**src/rtl/core_pkg.sv**
```systemverilog
// Shared core constants and types: data/index widths, fixed register indices
// and the reset value of the stack pointer.
package core_pkg;

  localparam int DATA_W   = 32;
  localparam int ADDR_W   = 5;
  localparam int NUM_REGS = 1 << ADDR_W;

  typedef logic [ADDR_W-1:0] reg_idx_t;
  typedef logic [DATA_W-1:0] word_t;

  localparam reg_idx_t REG_ZERO = reg_idx_t'(0);
  localparam reg_idx_t REG_SP   = reg_idx_t'(2);
  localparam word_t    SP_INIT  = 32'h0000_3FFC;

endpackage

```
**src/rtl/rf_read_port.sv**
```systemverilog
// One combinational register-file read port: forces zero for x0 and during
// reset, and forwards a same-cycle write-back to the reader.
module rf_read_port #(
  parameter int DATA_W = core_pkg::DATA_W,
  parameter int ADDR_W = core_pkg::ADDR_W
) (
  input  logic              reset,
  input  logic [ADDR_W-1:0] rs,
  input  logic [DATA_W-1:0] stored,
  input  logic              write_en,
  input  logic [ADDR_W-1:0] rd,
  input  logic [DATA_W-1:0] write_data,
  output logic [DATA_W-1:0] read_data
);

  logic is_zero;
  logic bypass;

  assign is_zero = (rs == '0);
  assign bypass  = write_en && (rd == rs);

  always_comb begin
    read_data = stored;
    if (reset || is_zero) begin
      read_data = '0;
    end else if (bypass) begin
      read_data = write_data;
    end
  end

endmodule

```
**src/rtl/reg_file.sv**
```systemverilog
// Integer register file: two combinational read ports with write-through
// bypass, one write-back port, x0 hard-wired to zero, x2 reset to SP_INIT.
module reg_file #(
  parameter int                DATA_W   = core_pkg::DATA_W,
  parameter int                NUM_REGS = core_pkg::NUM_REGS,
  parameter int                ADDR_W   = core_pkg::ADDR_W,
  parameter logic [DATA_W-1:0] SP_INIT  = core_pkg::SP_INIT
) (
  input  logic              clk,
  input  logic              reset,
  input  logic              RegWrite,
  input  logic [ADDR_W-1:0] Rs1,
  input  logic [ADDR_W-1:0] Rs2,
  input  logic [ADDR_W-1:0] Rd,
  input  logic [DATA_W-1:0] WriteData,
  output logic [DATA_W-1:0] ReadData1,
  output logic [DATA_W-1:0] ReadData2
);

  import core_pkg::*;

  // x0 has no storage; slot 0 of the read view is a constant zero.
  logic [DATA_W-1:0] regs     [1:NUM_REGS-1];
  logic [DATA_W-1:0] rd_view  [NUM_REGS];
  logic [DATA_W-1:0] stored1;
  logic [DATA_W-1:0] stored2;
  logic              write_en;

  assign write_en = RegWrite && (Rd != ADDR_W'(REG_ZERO));

  always_ff @(posedge clk) begin
    for (int i = 1; i < NUM_REGS; i++) begin
      if (reset) begin
        regs[i] <= (ADDR_W'(i) == ADDR_W'(REG_SP)) ? SP_INIT : '0;
      end else if (write_en && (Rd == ADDR_W'(i))) begin
        regs[i] <= WriteData;
      end
    end
  end

  assign rd_view[0] = '0;
  for (genvar g = 1; g < NUM_REGS; g++) begin : g_view
    assign rd_view[g] = regs[g];
  end

  assign stored1 = rd_view[Rs1];
  assign stored2 = rd_view[Rs2];

  rf_read_port #(
    .DATA_W (DATA_W),
    .ADDR_W (ADDR_W)
  ) u_port1 (
    .reset      (reset),
    .rs         (Rs1),
    .stored     (stored1),
    .write_en   (write_en),
    .rd         (Rd),
    .write_data (WriteData),
    .read_data  (ReadData1)
  );

  rf_read_port #(
    .DATA_W (DATA_W),
    .ADDR_W (ADDR_W)
  ) u_port2 (
    .reset      (reset),
    .rs         (Rs2),
    .stored     (stored2),
    .write_en   (write_en),
    .rd         (Rd),
    .write_data (WriteData),
    .read_data  (ReadData2)
  );

endmodule
```
**config.mk**
```make
export PLATFORM = sky130hd
export DESIGN_NAME = reg_file
export DESIGN_NICKNAME = d
export VERILOG_FILES = /design/src/rtl/core_pkg.sv /design/src/rtl/rf_read_port.sv /design/src/rtl/reg_file.sv
export SDC_FILE = /design/constraint.sdc
export NUM_CORES = 2
export LEC_CHECK = 0
export CORE_MARGIN = 2
export CORE_UTILIZATION = 40
export DETAILED_ROUTE_END_ITERATION = 12
export PLACE_DENSITY = 0.67
export SLEW_MARGIN = 20
export SYNTH_ARGS = -nofsm -noshare
export SYNTH_HDL_FRONTEND = slang
export SYNTH_SLANG_ARGS = --single-unit
```
**constraint.sdc**
```tcl
create_clock -name clk -period 11.37 [get_ports clk]
set_input_delay 2.274 -clock clk [delete_from_list [all_inputs] [get_ports clk]]
set_output_delay 2.274 -clock clk [all_outputs]
set_load 0.02 [all_outputs]
```
# Yosys cells after proc, flatten, opt, wreduce, memory -nomap -nowiden
# Memories as Yosys holds them, arrays and structs flattened.
# Index checks and enable logic that the tools add are counted.
# totals
reg_bits,0
ramBits,992
inputBits,50
out_inout_bits,64
memories,1
# memory_table
name,depth,width,read_ports,rd_ports_with_merged_regs,wr,line,source
regs,31,32,31,0,31,reg_file.sv:23,logic [DATA_W-1:0] regs [1:NUM_REGS-1];
# classes
order_cmp,2
n_eq_ne,33
mux,136
bitwise_logic,33
n_reduce_logical,39
# ops
cell,n
32-bit 2-to-1 mux,39
32-bit binary-select mux with 5-bit select,2
1-bit 2-to-1 mux,95
"5-bit == test, second input constant",16
"5-bit by 4-bit == test with 1-bit output, second input constant",8
1-bit logical AND,34
1-bit bitwise OR,31
"5-bit by 3-bit == test with 1-bit output, second input constant",4
"6-bit >= comparator, second input constant",2
5-bit NOT with 6-bit output,2
"5-bit by 2-bit == test with 1-bit output, second input constant",2
5-bit == test,2
5-bit logical NOT,2
"5-bit by 1-bit == test with 1-bit output, second input constant",1
5-bit nonzero test,1
1-bit logical OR,2

# Longest topological paths before layout
# depth
ltp_word,7
mapped_depth,9
ltp_nobuf,5

# By module
# A second synthesis with hierarchy kept.
# hier_totals
cells_unflattened,3928
hier_area_um2,54639.9
# modules_own_cells
module,n_inst,cells_each,area_each_um2,seq_area_each_um2
reg_file,1,3682,53338.7,29788.6
rf_read_port,2,123,650.6,0.0

# Least setup slack after synthesis
# OpenSTA, ideal clock, no wires.
# synth_path
path_type,input to output
start,in Rs2[0]
end,out ReadData2[13]
arrival_ns,4.288
setup_slack_ns,4.808
cell_stages,8
path_buffers,3
path_cell_list,buf_2 > buf_2 > clkbuf_1 > mux2_2 > a22oi_1 > nor2_1 > o311a_1 > a221o_1
# synth_between
elab_chain_len,6
word_cells_on_any_way,10
classes_between,1 x eq/ne; 5 x mux; 1 x bitwise; 3 x reduce/logical
# synth_rtl
item,line,source
start: declaration,reg_file.sv:13,"input logic [ADDR_W-1:0] Rs2,"
5-bit NOT with 6-bit output (implied by the code),reg_file.sv:47,assign stored2 = rd_view[Rs2];
32-bit binary-select mux with 5-bit select,reg_file.sv:47,
32-bit 2-to-1 mux (implied by the code) (2 in series),reg_file.sv:47,
32-bit 2-to-1 mux,rf_read_port.sv:26,end else if (bypass) begin
32-bit 2-to-1 mux (*),rf_read_port.sv:24,if (reset || is_zero) begin
end: declaration,reg_file.sv:17,output logic [DATA_W-1:0] ReadData2
# Every way passes the cells marked *; elsewhere a longest branch is shown, timed or not. The select of a mux whose other input is x is not followed.

# Final worst setup path
# layout_path
start,in Rd[3]
end,out ReadData2[17]
# layout_between
elab_chain_len,5
word_cells_on_any_way,6
classes_between,1 x eq/ne; 2 x mux; 3 x reduce/logical
# layout_rtl
item,line,source
start: declaration,reg_file.sv:14,"input logic [ADDR_W-1:0] Rd,"
5-bit nonzero test,reg_file.sv:29,assign write_en = RegWrite && (Rd != ADDR_W'(REG_ZERO));
1-bit logical AND,reg_file.sv:29,
1-bit logical AND (*),rf_read_port.sv:20,assign bypass = write_en && (rd == rs);
32-bit 2-to-1 mux (*),rf_read_port.sv:26,
32-bit 2-to-1 mux (*),rf_read_port.sv:24,
# Every way passes the cells marked *; elsewhere a longest branch is shown, timed or not.

==> results.toml <==
[run_status]
outcome = "complete, no violations"

[min_path]
hold_depth = 2
hold_path_end = "regs[0][976]"
hp-start = "WriteData[16]"
hold_path_class = "primary input to register"

[global_route]
grt_start_max_net_pins = 132
grt_pass1_wl_mm = 267
gr-total-overflow = 0
grt_antenna_before_repair = 19
grtUsageTotal_pct = 27.2
first_global_vias = 35947

[floorplan]
io_pins = 114
start_util_pct = 40.2
die_w_um = 372
dieArea_mm2 = 0.139
core_mm2 = 0.135
die_h_um = 372
rows = 135

[routing]
drc = 0
drt_iter0_markers = 6107
routed_wl_mm = 191
vias_per_cell = 6.44
dr.pass1.iters = 6
drt-wirelength-per-cell_um = 33.5
antenna_left = 0
vias = 36636

[synthesis]
synth_seq_cells = 992
synthArstFlopShare_pct = 0
synth_ff_type = "edfxtp_1"
yosysUniqueCellTypes = 57
ys_seq_area_share_pct = 54.9
yosys_warnings = 0
syn-num-nets = 3928
synthCells = 3878
synth_area_per_cell_um2 = 14.0
synth_edf_count = 992
syn-cell-area_mm2 = 0.0543

[finish]
instances_no_fill = 5690
top_register = "regs"
drive_above_1_share_pct = 21.9
largestRegisters = "regs x992"
largest_register_ffs = 992
area_growth_pct = 12.3
fin_nets = 3873

[timing]
tightest_slew_ns = 1.19
slew_headroom_pct = 20.7
hold_viol = 0
setup_violations = 0
final_max_slew_viol_count = 0
fin_crit_sh_pct = 79.1
period_needed_ns = 8.99
fmax_mhz = 111
rsz0062_at_grt = "no"
finalSetupTns_ns = 0

[clock_network]
cts_buffers = 108
ctsHoldBuffers = 0
cts_resized = 0
clk_pin_slew_ns = 0.06
cts_root_buf = "clkbuf_16"
cts_max_path_buffers = 3
cts_sinks = 992
cts_setup_buffers = 0
h-tree-depth = 3
tritoncts = "done"

[worst_setup_path]
crit_chain = "clkdlybuf4s50_1, or4_4, o21a_4, a311oi_4, buf_4, o221ai_1, o211ai_2, clkdlybuf4s50_1"
cp-end-kind = "primary output"
worst_path_max_delay_cell = "clkdlybuf4s50_1"
worstPathRequired_ns = 9.10
cp_max_fo = 24
critical_path_class = "primary input to primary output"
critPathArrivalTime_ns = 6.72
setup.worst_path.start_class = "primary input"
slowest_delay_ns = 0.91
crit_top_cell = "clkdlybuf4s50_1"

[flow_run]
cap_violations = 0

[power_and_ir_drop]
powerDensity_mw_per_mm2 = 146
max-vdd-ir-drop_mv = 0.126
p_leak_nw = 20.7

[placed_design]
dp.cells = 5494
place_congestion = 0.921
io_buffers = 113
place_hpwl_mm = 113
[worst max-delay path, delay by kind of cell]
kind,cells,cell delay [ns]
buf+inv,3,2.18
compound gates,4,1.53
simple gates,1,0.73
[logic make-up after synthesis]
| kind of cell | after synthesis | share of synthesized area (%) |
|---|---|---|
| AND/OR/NAND/NOR | 1403 | 14.9 |
| XOR/XNOR | 10 | 0.161 |
| AO/OA/AOI/OAI | 413 | 5.80 |
| flip-flops | 992 | 54.9 |
| multiplexers | 630 | 20.9 |
| buffers and inverters | 430 | 3.32 |
[cells in the mapped netlist (8+ instances only)]
master     number  share of area [%]
a2111oi_0      17               0.27
a211oi_1       49               0.68
a21oi_1        46               0.42
a221o_1        28               0.52
a221oi_1       21               0.34
a22o_1         10               0.16
a22oi_1        45               0.62
a31oi_1        18               0.21
and2_1        982                 11
buf_1          15               0.10
buf_2          94               0.87
buf_4          11               0.15
clkbuf_1      295                2.0
edfxtp_1      992                 55
inv_1           8              0.055
mux2_2         77                1.6
mux2i_1       159                2.9
mux4_2        394                 16
nand2_1       150                1.0
nand2b_1       20               0.23
nand3_1        40               0.37
nor2_1        101               0.70
nor2b_1        51               0.59
nor3_1         18               0.17
o211ai_2        8               0.18
o21ai_0        48               0.44
o221ai_1       25               0.40
o22ai_1        39               0.45
o311a_1        23               0.42
o311ai_0       14               0.23
or3_1          18               0.21
[per-stage QoR]
| stage | total power, mW | area, um^2 | setup slack (ns) | hold WS, ns | util, % |
|---|---|---|---|---|---|
| finish | 8.88 | 60900 | 2.38 | 2.25 | 45.1 |
| global route | 9.07 | 60900 | 2.38 | 2.27 | 45.1 |
| CTS | 8.84 | 60900 | 2.56 | 2.27 | 45.1 |
| detailed placement | 5.59 | 57700 | 2.58 | 3.00 | 42.7 |
| global placement | 5.57 | 57500 | 2.62 | 3.26 | 42.6 |
| floorplan | 5.09 | 54300 | 4.81 | 2.45 | - |
[cells in the final DEF, fill, tap and decap left out, drive strengths merged, types with 20 or more instances in the layout]
cell type,count
edfxtp,992
and2,982
mux4,394
mux2i,159
buf,154
nand2,150
clkbuf,133
nor2,101
clkdlybuf4s50,99
mux2,77
nor2b,51
clkinv,51
a211oi,49
o21ai,49
a21oi,46
a22oi,45
nand3,40
o22ai,39
a221o,28
o221ai,25
o311a,23
a221oi,21
nand2b,20
[cell type report]
type                    count  area [um^2]
diodes                      3         7.51
clock buffers             132         2860
clock inverters            61          398
fillers                 11788        74200
inverters                  11         41.3
multi-input cells        2456        23300
flip-flops and latches    992        29800
well taps                1781         2230
repair buffers            254         2330
[routing by layer]
layer / track usage, % / wire length, um / vias to the layer above
li1: - / - / 14671
met1: 36.7 / 71600 / 18707
met2: 40.3 / 83500 / 2733
met3: 8.71 / 26500 / 503
met4: 12.0 / 8910 / 22
met5: 0 / 130 / -
[where the power goes]
group | internal (mW) | switching [mW]
clock network | 1.86 | 1.46
logic | 0.468 | 0.753
registers | 4.23 | 0.101
[worst max path at each step]
| stage | slack, ns | from | to |
|---|---|---|---|
| final | 2.38 | Rd[3] | ReadData2[17] |
| after global routing | 2.38 | Rs2[0] | ReadData2[18] |
| after CTS | 2.56 | Rd[3] | ReadData2[17] |
| after detailed placement | 2.58 | Rd[3] | ReadData2[17] |
| after global placement | 2.62 | Rs2[0] | ReadData2[29] |
| after floorplan | 4.81 | Rs2[0] | ReadData2[13] |
Power figures use the tool's default switching activity.
